==> src/rtl/display_pkg.sv <==
// rtl/display_pkg.sv - shared constants and helpers for the 4-digit display scanner
package display_pkg;

  localparam int         NUM_DIGITS = 4;
  localparam logic [3:0] DIG0       = 4'b0001;
  localparam logic [3:0] DIG1       = 4'b0010;
  localparam logic [3:0] DIG2       = 4'b0100;
  localparam logic [3:0] DIG3       = 4'b1000;
  localparam logic [3:0] ANODES_OFF = 4'b1111;

  typedef logic [1:0] dig_idx_t;

  function automatic logic [3:0] nibble_sel(input logic [15:0] num, input dig_idx_t idx);
    return num[{idx, 2'b00} +: 4];
  endfunction

  function automatic logic [3:0] dig_onehot(input dig_idx_t idx);
    logic [3:0] sel;
    case (idx)
      2'd0:    sel = DIG0;
      2'd1:    sel = DIG1;
      2'd2:    sel = DIG2;
      default: sel = DIG3;
    endcase
    return sel;
  endfunction

  // Digit idx is a leading zero when it and every more significant nibble are zero.
  function automatic logic lead_zero(input logic [15:0] num, input dig_idx_t idx);
    logic hide;
    hide = (idx != 2'd0);
    for (int k = 1; k < NUM_DIGITS; k++) begin
      if (dig_idx_t'(k) >= idx && nibble_sel(num, dig_idx_t'(k)) != 4'h0) hide = 1'b0;
    end
    return hide;
  endfunction

endpackage

==> src/rtl/digit_scanner_scan_timer.sv <==
// rtl/digit_scanner_scan_timer.sv - digit slot counter, digit index, frame tick and blank window
module scan_timer
  import display_pkg::*;
#(
  parameter int SCAN_DIV  = 12500,
  parameter int BLANK_CYC = 250
) (
  input  logic       clk,
  input  logic       rst_n,
  output logic [3:0] dig,
  output logic       frame_tick,
  output dig_idx_t   idx_nxt,
  output logic       blank_nxt
);

  localparam int               CNT_W     = $clog2(SCAN_DIV);
  localparam logic [CNT_W-1:0] LAST      = CNT_W'(SCAN_DIV - 1);
  localparam logic [CNT_W-1:0] BLANK_END = CNT_W'(BLANK_CYC);

  logic [CNT_W-1:0] slot_cnt;
  logic [CNT_W-1:0] cnt_nxt;
  dig_idx_t         idx;
  logic             wrap;
  logic             tick_nxt;

  // Next-state values are exported so the anode register lines up with the slot it drives.
  always_comb begin
    wrap      = (slot_cnt == LAST);
    cnt_nxt   = wrap ? '0 : slot_cnt + CNT_W'(1);
    idx_nxt   = wrap ? idx + 2'd1 : idx;
    blank_nxt = (cnt_nxt < BLANK_END);
    tick_nxt  = (cnt_nxt == LAST) && (idx_nxt == 2'd3);
  end

  always_ff @(posedge clk or negedge rst_n) begin
    if (!rst_n) begin
      slot_cnt   <= '0;
      idx        <= 2'd0;
      dig        <= DIG0;
      frame_tick <= 1'b0;
    end else begin
      slot_cnt   <= cnt_nxt;
      idx        <= idx_nxt;
      dig        <= dig_onehot(idx_nxt);
      frame_tick <= tick_nxt;
    end
  end

endmodule

==> src/rtl/digit_scanner.sv <==
// rtl/digit_scanner.sv - 4-digit multiplexed 7-segment scanner with frame-aligned value updates
module digit_scanner
  import display_pkg::*;
#(
  parameter int SCAN_DIV  = 12500,
  parameter int BLANK_CYC = 250,
  parameter int LZ_BLANK  = 0
) (
  input  logic        clk,
  input  logic        rst_n,
  input  logic [15:0] num_in,
  input  logic        num_valid,
  output logic        num_ready,
  output logic [15:0] number,
  output logic [3:0]  dig,
  output logic [3:0]  dig_en_n,
  output logic        frame_tick
);

  dig_idx_t    idx_nxt;
  logic        blank_nxt;
  logic        accept;
  logic        apply;
  logic        hide_nxt;
  logic [15:0] shadow;
  logic [15:0] number_nxt;

  scan_timer #(
    .SCAN_DIV  (SCAN_DIV),
    .BLANK_CYC (BLANK_CYC)
  ) u_scan_timer (
    .clk        (clk),
    .rst_n      (rst_n),
    .dig        (dig),
    .frame_tick (frame_tick),
    .idx_nxt    (idx_nxt),
    .blank_nxt  (blank_nxt)
  );

  // num_ready doubles as ~pending; accept and apply can never coincide.
  always_comb begin
    accept     = num_valid & num_ready;
    apply      = frame_tick & ~num_ready;
    number_nxt = apply ? shadow : number;
    hide_nxt   = (LZ_BLANK != 0) && lead_zero(number_nxt, idx_nxt);
  end

  always_ff @(posedge clk or negedge rst_n) begin
    if (!rst_n) begin
      number    <= '0;
      shadow    <= '0;
      num_ready <= 1'b1;
      dig_en_n  <= ANODES_OFF;
    end else begin
      number <= number_nxt;
      if (accept) begin
        shadow    <= num_in;
        num_ready <= 1'b0;
      end else if (apply) begin
        num_ready <= 1'b1;
      end
      dig_en_n <= (blank_nxt || hide_nxt) ? ANODES_OFF : ~dig_onehot(idx_nxt);
    end
  end

endmodule

==> config.mk <==
export PLATFORM = sky130hd
export DESIGN_NAME = digit_scanner
export DESIGN_NICKNAME = d
export VERILOG_FILES = /design/src/rtl/display_pkg.sv /design/src/rtl/digit_scanner_scan_timer.sv /design/src/rtl/digit_scanner.sv
export SDC_FILE = /design/constraint.sdc
export NUM_CORES = 1
export LEC_CHECK = 0
export CORE_MARGIN = 3
export CORE_UTILIZATION = 51
export CTS_CLUSTER_SIZE = 8
export DETAILED_ROUTE_END_ITERATION = 10
export MAX_ROUTING_LAYER = met4
export PLACE_DENSITY = 0.81
export SLEW_MARGIN = 20
export SYNTH_ARGS = -nofsm -noshare
export SYNTH_HDL_FRONTEND = slang
export SYNTH_SLANG_ARGS = --single-unit
==> constraint.sdc <==
create_clock -name clk -period 2.5 [get_ports clk]
set_input_delay 0.625 -clock clk [delete_from_list [all_inputs] [get_ports clk]]
set_output_delay 0.625 -clock clk [all_outputs]
set_load 0.01 [all_outputs]
==> impl_metrics.yaml <==
run_status:
  status: "completed"
setup_path:
  start_kind: "register"
  cp_max_fo: 9
  critPathKind: "reg2reg"
  cp.arrival_ns: 2.49
  crit_family: "simple AND/OR/NAND/NOR gates"
  worstPathBufferInverterCount: 0
  setup.worst_path.end_class: "register"
  required_ns: 2.70
  r2r_setup_slack_ns: 0.20
  crit_slowest_cell: "nor4_4"
  max_stage_delay_ns: 0.55
  crit_chain: "or3b_1, nor4_4, xor2_2, nand4_1, nor4bb_1"
clocking:
  clk_latency_ns: 0.32
  cts_hold_buf: 0
  path_clk_slew_ns: 0.07
  clockBufferDepth: 2
  root_buffer: "clkbuf_8"
  cts_tree: "built"
  htree_levels: 3
  postCtsSetupRepairBufs: 0
  numCtsBuffers: 9
  cts_sinks: 58
  cts_resized: 0
final_layout:
  final_cell_mix: "52 x dfrtp_1, 43 x clkdlybuf4s50_1, 32 x mux2_2, 10 x clkbuf_8, 8 x nor2_1"
  fin_nets: 250
  seq_area_um2: 1460
  final_common_cell: "dfrtp_1"
  diodes: 0
  multi_input_area_um2: 865
  synthToLayoutAreaGrowth_pct: 32.3
  fill_cells: 293
  drive_gt1_share_pct: 27.7
  design_area_um2: 3120
  fin_cells: 287
yosys:
  yosysUniqueCellTypes: 37
  synth_fp_nets: 194
  ys.warnings.count: 0
  ys_seq_area_share_pct: 61.9
  synth_area_per_cell_um2: 13.5
  syn_area_um2: 2360
  synth-seq-cells: 58
  netlist_top_cells_area: "dfrtp_1 55%, mux2_2 15%, dfstp_2 6.7%"
  yosys.area.top_type_share_pct: 55.2
  yosys.area.top_type: "dfrtp_1"
  synth_cells: 174
floorplan:
  fp-row-count: 24
  die-area_um2: 5470
  io_pins: 45
  start_util_pct: 53.4
  die_h_um: 74.0
  core-area_um2: 4410
  die_x_um: 74.0
sta:
  min_period_over_period_pct: 91.9
  hold_violations: 0
  fmax_mhz: 435
  finalSetupViolCount: 0
  slew_headroom_pct: 56.4
  tns_ns: 0
  worst_slew_pin_slew_ns: 0.654
  skew_ns: 0.00480
  finalWorstSetupSlack_ns: 0.202
  final_max_slew_viol_count: 0
  rsz0062_at_grt: "false"
  period_needed_ns: 2.30
  fin_hold_ws_ns: 0.327
route:
  drtPass1Iterations: 4
  route.detailed.drc: 0
  wirelength_um: 4410
  antenna_left: 0
  dr.first_iter.drc_count: 100
  wl_per_cell_um: 15.4
  num_vias: 1575
  vias_per_cell: 5.49
pwr:
  pwr-share-seq_pct: 48.7
  p_clk_share_pct: 48.8
  sw_frac_of_total_pct: 19.5
  p_int_mw: 1.55
  p_switching_uw: 376
  ir_drop_v: 0.000373
  power_frac_comb_pct: 2.5
  powerDensity_nw_per_um2: 618
  leakagePower_nw: 1.44
placed_design:
  place_ws_ns: 0.307
  dp.cells: 271
  dpl.hpwl_um: 3010
  dpl_cell_area_um2: 2900
  gp_congestion: 0.946
  io_buffers: 44
global_route:
  grt_pass1_vias: 1586
  antenna_found_initial: 0
  overflow: 0
  grt_pass1_wl_um: 7380
  grt_max_degree: 31
  grtUsageTotal_pct: 18.6
run:
  cap_violations: 0
worst_hold_path:
  hold_path_class: "in2async"
==> cells in the mapped netlist <==
| cell type | n |
|---|---|
| or3b_2 | 1 |
| and3_1 | 1 |
| o21ai_0 | 6 |
| and4_1 | 1 |
| o2bb2ai_1 | 1 |
| or3_1 | 3 |
| nand2b_1 | 1 |
| nand3b_1 | 1 |
| o21a_1 | 2 |
| nor3b_1 | 1 |
| xor2_2 | 1 |
| nand4b_1 | 1 |
| clkbuf_1 | 6 |
| nand3_1 | 3 |
| nor2_1 | 8 |
| xor2_1 | 6 |
| dfstp_2 | 6 |
| xnor2_1 | 6 |
| a211oi_1 | 1 |
| ha_1 | 1 |
| a21o_1 | 1 |
| nor2b_1 | 2 |
| mux2_2 | 32 |
| nor4bb_1 | 1 |
| nand2_1 | 7 |
| nor3_1 | 5 |
| nor4_4 | 1 |
| dfrtp_1 | 52 |
| o2111a_1 | 1 |
| and2_1 | 1 |
| inv_1 | 3 |
| nor4_1 | 1 |
| or3b_1 | 1 |
| a31o_2 | 1 |
| or4_1 | 1 |
| nand4_1 | 4 |
| a21oi_1 | 3 |
==> power groups by stage <==
stage               Clock, mW  Sequential (mW)  Combinational, mW
floorplan                   0            0.956           0.000281
global placement            0            0.956             0.0491
detailed placement          0            0.956             0.0494
CTS                     0.964            0.939             0.0498
global route             1.01            0.938             0.0539
finish                  0.939            0.939             0.0482
==> layout make-up <==
class | count | area share [%]
clock buffers | 11 | 4.53
repair buffers | 51 | 16.0
multi-input cells | 107 | 27.7
flip-flops and latches | 58 | 46.8
well taps | 52 | 2.09
inverters | 3 | 0.361
clock inverters | 5 | 2.49
==> per-stage QoR <==
step                power (mW)  util, %
floorplan                0.957        -
global placement          1.01     65.7
detailed placement        1.01     65.7
CTS                       1.95     70.7
global route              2.00     70.7
finish                    1.93     70.7
==> worst register-to-register path, cell delays in order (launching register included) <==
cell	delay, ns
dfrtp_1	0.44
or3b_1	0.45
nor4_4	0.55
xor2_2	0.25
nand4_1	0.13
nor4bb_1	0.36
==> worst paths after layout <==
check / startpoint / endpoint / cells past startpoint
max: u_scan_timer.slot_cnt[3] / u_scan_timer.frame_tick / 5
min reg2reg: shadow[8] / number[8] / 1
min in group clk: shadow[8] / number[8] / 1
max in group asynchronous: rst_n / dig_en_n[1] / 2
max reg2reg: u_scan_timer.slot_cnt[3] / u_scan_timer.frame_tick / 5
min: rst_n / number[6] / 1
==> registers in the layout, indices dropped and copies added, names as in the netlist <==
name                     cells
number                      16
shadow                      16
u_scan_timer.slot_cnt       14
dig_en_n                     4
u_scan_timer.dig             4
u_scan_timer.idx             2
num_ready                    1
u_scan_timer.frame_tick      1
==> layer usage <==
metal | part of all wire, % | vias up | global-route usage, %
li1 | - | 730 | -
met1 | 45 | 776 | 24.7
met2 | 46 | 59 | 26.7
met3 | 7.3 | 10 | 6.22
met4 | 1.9 | 0 | 7.24
met5 | 0 | - | -
==> cells by family after synthesis <==
family	Yosys count	synth area share, %
xor gates and xnor gates	13	5.15
and+or+nand+nor	45	11.3
muxes	32	15.3
buffers and inverters	9	1.43
AOI/OAI and AO/OA	16	4.41
adders and majority gates	1	0.531
DFF	58	61.9
No activity file was read; power rests on OpenSTA's default activity.
